File: config.mk
export PLATFORM = sky130hd
export DESIGN_NAME = bwdfwd_pipe_n
export DESIGN_NICKNAME = d
export VERILOG_FILES = /design/src/rtl/bwdfwd_pipe_n.sv
export SDC_FILE = /design/constraint.sdc
export NUM_CORES = 2
export LEC_CHECK = 0
export ABC_AREA = 1
export CORE_ASPECT_RATIO = 0.8
export CORE_MARGIN = 8
export CORE_UTILIZATION = 50
export CTS_CLUSTER_DIAMETER = 120
export DETAILED_ROUTE_END_ITERATION = 10
export PLACE_DENSITY = 0.73
export SLEW_MARGIN = 20
export SYNTH_ARGS = -nofsm -noshare
export SYNTH_HDL_FRONTEND = slang
export SYNTH_SLANG_ARGS = --single-unit
export TNS_END_PERCENT = 10
File: constraint.sdc
create_clock -name clk -period 3.91 [get_ports clk]
set_input_delay 0.9775 -clock clk [delete_from_list [all_inputs] [get_ports clk]]
set_output_delay 0.9775 -clock clk [all_outputs]
set_load 0.02 [all_outputs]
File: src/rtl/bwdfwd_pipe_n.sv
// rtl/bwdfwd_pipe_n.sv - cascade of skid-buffered register slices with registered occupancy
module bwdfwd_pipe_n #(
    parameter int DATA_W = 256,
    parameter int STAGES = 2,
    localparam int CNT_W = (STAGES == 0) ? 1 : $clog2(2*STAGES+1)
) (
    input  logic              clk,
    input  logic              rst_n,
    input  logic              flush,
    input  logic              f_valid_in,
    input  logic [DATA_W-1:0] f_data_in,
    output logic              f_ready_out,
    output logic              b_valid_out,
    output logic [DATA_W-1:0] b_data_out,
    input  logic              b_ready_in,
    output logic [CNT_W-1:0]  occupancy
);

    typedef enum logic [1:0] {S_EMPTY, S_ONE, S_TWO} slice_state_t;

    if (STAGES == 0) begin : g_pass
        logic w_unused;
        assign w_unused    = ^{flush, clk, rst_n};
        assign f_ready_out = b_ready_in;
        assign b_valid_out = f_valid_in;
        assign b_data_out  = f_data_in;
        assign occupancy   = '0;
    end else begin : g_pipe
        // Index k is the input side of slice k; index k+1 is its output side.
        logic [STAGES:0]   w_valid;
        logic [STAGES:0]   w_ready;
        logic [DATA_W-1:0] w_data [0:STAGES];
        logic              w_up;
        logic              w_dn;
        logic [CNT_W-1:0]  r_occ;

        assign w_valid[0]      = f_valid_in;
        assign w_data[0]       = f_data_in;
        assign f_ready_out     = w_ready[0];
        assign w_ready[STAGES] = b_ready_in;
        assign b_valid_out     = w_valid[STAGES];
        assign b_data_out      = w_data[STAGES];

        for (genvar k = 0; k < STAGES; k++) begin : g_slice
            slice_state_t      r_state;
            slice_state_t      w_state_nxt;
            logic [DATA_W-1:0] r_main;
            logic [DATA_W-1:0] r_skid;
            logic [DATA_W-1:0] w_main_nxt;
            logic [DATA_W-1:0] w_skid_nxt;
            logic              w_in;
            logic              w_out;

            assign w_in  = w_valid[k] & w_ready[k];
            assign w_out = w_valid[k+1] & w_ready[k+1];

            always_comb begin
                w_state_nxt = r_state;
                w_main_nxt  = r_main;
                w_skid_nxt  = r_skid;
                case (r_state)
                    S_EMPTY: begin
                        if (w_in) begin
                            w_state_nxt = S_ONE;
                            w_main_nxt  = w_data[k];
                        end
                    end
                    S_ONE: begin
                        if (w_in && w_out) begin
                            w_main_nxt  = w_data[k];
                        end else if (w_in) begin
                            w_state_nxt = S_TWO;
                            w_skid_nxt  = w_data[k];
                        end else if (w_out) begin
                            w_state_nxt = S_EMPTY;
                        end
                    end
                    S_TWO: begin
                        if (w_out) begin
                            w_state_nxt = S_ONE;
                            w_main_nxt  = r_skid;
                        end
                    end
                    default: w_state_nxt = S_EMPTY;
                endcase
                if (flush) begin
                    w_state_nxt = S_EMPTY;
                end
            end

            always_ff @(posedge clk or negedge rst_n) begin
                if (!rst_n) begin
                    r_state <= S_EMPTY;
                    r_main  <= '0;
                    r_skid  <= '0;
                end else begin
                    r_state <= w_state_nxt;
                    r_main  <= w_main_nxt;
                    r_skid  <= w_skid_nxt;
                end
            end

            // Handshake outputs come from registered state only.
            assign w_valid[k+1] = (r_state != S_EMPTY);
            assign w_ready[k]   = (r_state != S_TWO);
            assign w_data[k+1]  = r_main;
        end

        assign w_up = f_valid_in & f_ready_out;
        assign w_dn = b_valid_out & b_ready_in;

        always_ff @(posedge clk or negedge rst_n) begin
            if (!rst_n) begin
                r_occ <= '0;
            end else if (flush) begin
                r_occ <= '0;
            end else if (w_up && !w_dn) begin
                r_occ <= r_occ + CNT_W'(1);
            end else if (w_dn && !w_up) begin
                r_occ <= r_occ - CNT_W'(1);
            end
        end

        assign occupancy = r_occ;
    end

endmodule

==> impl_metrics.json <==
{
  "crit_path_start_kind": "flip-flop",
  "grt_pass1_vias": 33100,
  "drt_first_pass_iters": 5,
  "cts_tree": "done",
  "finalHoldViolCount": 0,
  "cp_max_fo": 95,
  "die_h_um": 282,
  "multi_input_area_um2": 13800,
  "worst_slew_pin_slew_ps": 1020,
  "critPathKind": "flip-flop to primary output",
  "io_buffers": 521,
  "maxSlewViolCount": 0,
  "syn2layout_area_growth_pct": 21.6,
  "setup_viol_count_final": 0,
  "layout.nets": 5903,
  "dp_cells": 6725,
  "max_freq_mhz": 290,
  "tns_ps": 0,
  "cp.arrival_ps": 2470,
  "clk_latency_ps": 660,
  "overflow": 0,
  "critPathMaxStageDelay_ps": 730,
  "drt-wirelength-per-cell_um": 16.4,
  "cts_setup_buffers": 0,
  "seqPwrFrac_pct": 44.3,
  "io-pin-count": 522,
  "ctsResizeCount": 0,
  "grt_use_total_pct": 22.8,
  "ant_nets": 0,
  "synth_edf_count": 0,
  "dr_total_vias": 34800,
  "nFillCells": 7458,
  "synth.most_common_cell": "nand2_1",
  "max_slew_margin_pct": 32.0,
  "period_needed_ps": 3450,
  "via_per_inst": 5.03,
  "synth.area.top_cells": "dfrtp_1 (58%), o21ai_0 (17%), nand2_1 (13%)",
  "cp_slowest_cell": "clkdlybuf4s50_1",
  "power_frac_clock_pct": 27.3,
  "die_x_um": 349,
  "htreeDepth": 3,
  "skew_ps": 21.1,
  "synth_warnings": 0,
  "drcViolationCount": 0,
  "syn_avg_cell_area_um2": 8.37,
  "dieArea_um2": 98400,
  "p_int_mw": 25.0,
  "crit_required_ps": 2930,
  "peakVddDrop_uv": 393,
  "wl_mm": 114,
  "grt_pass1_wl_mm": 182,
  "core_area_um2": 87600,
  "ys_seq_area_share_pct": 58.3,
  "hold_class": "input port to asynchronous set/reset pin",
  "post_route_cells_drive_above_1_share_pct": 4.45,
  "dp_hpwl_mm": 74.5,
  "ys.flop_type": "dfrtp_1",
  "regArea_um2": 25800,
  "comb_power_share_pct": 28.4,
  "outcome": "completed",
  "antenna_found_initial": 9,
  "yosysUniqueCellTypes": 26,
  "gp_congestion": 0.803,
  "clock-sinks": 1031,
  "drt_first_iter_violations": 2578,
  "holdBufCountCts": 0,
  "grt_setup_unrepaired": "false",
  "synth_area_um2": 44300,
  "ys_top_cells_by_count": "nand2_1 (1,563), o21ai_0 (1,468), dfrtp_1 (1,031)",
  "syn_nets": 5548,
  "fin_ws_ps": 461,
  "synth_area_leader_cell": "dfrtp_1",
  "power.switching_mw": 12.5,
  "synth_top_area_share_pct": 58.3,
  "grt_max_degree": 210,
  "clk_pin_slew_ps": 60,
  "num_rows": 97,
  "cts_root_buf": "clkbuf_16",
  "synth-seq-cells": 1031,
  "clockBufferDepth": 3,
  "cp-end-kind": "primary output",
  "cap_violations": 0,
  "start_util_pct": 50.5,
  "ys_async_sr_fraction_pct": 100,
  "p_per_area_nw_per_um2": 697,
  "path_cells": "inv_2 > nand2_8 > clkdlybuf4s50_1",
  "synth_cells": 5286,
  "swShare_pct": 33.4,
  "numCtsBuffers": 102,
  "dpl_worst_slack_ps": 807,
  "fin_crit_sh_pct": 88.2,
  "leakagePower_nw": 25.6,
  "final_cell_count_no_fill": 6922
}
[worst max-delay path, delay by kind of cell, from the launching register on]
family | cells | cell delay (ps)
DFF | 1 | 460
buffers and inverters | 2 | 870
and+or+nand+nor | 1 | 470
[cells by family after synthesis]
kind of cell	synth area share, %
and+or+nand+nor	13.7
AOI/OAI and AO/OA	17.5
buffers and inverters	10.5
DFF	58.3
xor gates and xnor gates	0.0198
adders and majority gates	0.0452
[registers in the layout, indices dropped and copies added, names as in the netlist]
signal,cells
b_data_out,256
g_pipe.g_slice.r_main,256
occupancy,3
g_pipe.g_slice.r_state,4
g_pipe.g_slice.r_skid,512
[power by group through the flow]
stage          Sequential (mW)  Clock, mW  Combinational (mW)
2_1_floorplan             17.6          0                4.84
3_3_place_gp              16.7          0                10.4
3_5_place_dp              16.8          0                10.7
4_1_cts                   16.6       10.5                10.8
5_1_grt                   17.0       10.9                12.0
6_report                  16.6       10.2                10.7
[per-layer routing]
metal	track usage [%]	vias to the layer above	wire (um)
li1	-	17200	-
met2	36.6	835	53600
met5	0	-	9
met1	31.2	16500	49700
met4	9.09	2	4520
met3	3.76	226	5750
[through the flow]
step	total power [mW]	hold slack, ps	util, %	area, um2
finish	37.5	303	61.4	53800
global route	40.0	327	61.4	53800
CTS	37.9	299	61.4	53800
detailed placement	27.5	473	57.4	50300
global placement	27.1	465	57.4	50300
floorplan	22.5	453	-	44300
[cell type report]
type,instances,share of cell area [%]
antenna,8,0.0372
clock buffer,146,5.65
clock inverter,43,0.941
inverter,780,5.45
multi-input combinational,3137,25.7
sequential,1031,47.9
tap,1188,2.76
timing repair buffer,589,11.5
[final timing paths]
path | slack (ps) | cells after the start | start | endpoint
max | 460 | 3 | g_pipe.g_slice[0].r_state[0]$_DFFE_PN0P_ | f_ready_out
max reg2reg | 1340 | 6 | g_pipe.g_slice[0].r_state[0]$_DFFE_PN0P_ | g_pipe.g_slice[0].r_main[173]$_DFFE_PN0P_
max in group asynchronous | 2510 | 2 | rst_n | g_pipe.g_slice[1].r_skid[48]$_DFFE_PN0P_
min | 300 | 1 | rst_n | g_pipe.g_slice[0].r_skid[247]$_DFFE_PN0P_
min in group clk | 480 | 2 | g_pipe.g_slice[1].r_skid[76]$_DFFE_PN0P_ | g_pipe.g_slice[1].r_skid[76]$_DFFE_PN0P_
min reg2reg | 480 | 2 | g_pipe.g_slice[1].r_skid[76]$_DFFE_PN0P_ | g_pipe.g_slice[1].r_skid[76]$_DFFE_PN0P_
[cells in the final DEF (no fill, tap or decap), types with 3 or more instances in the layout]
cell type,n
nand2_1,1563
o21ai_0,1468
dfrtp_1,1031
inv_1,777
clkdlybuf4s50_1,520
clkbuf_16,104
o21ai_1,68
buf_12,38
buf_4,30
clkinv_2,28
clkbuf_8,28
clkbuf_1,14
nor2_1,10
bufinv_16,9
diode_2,8
nand3_1,8
nand4_1,6
clkinv_8,3
(Power assumes the default switching activity.)
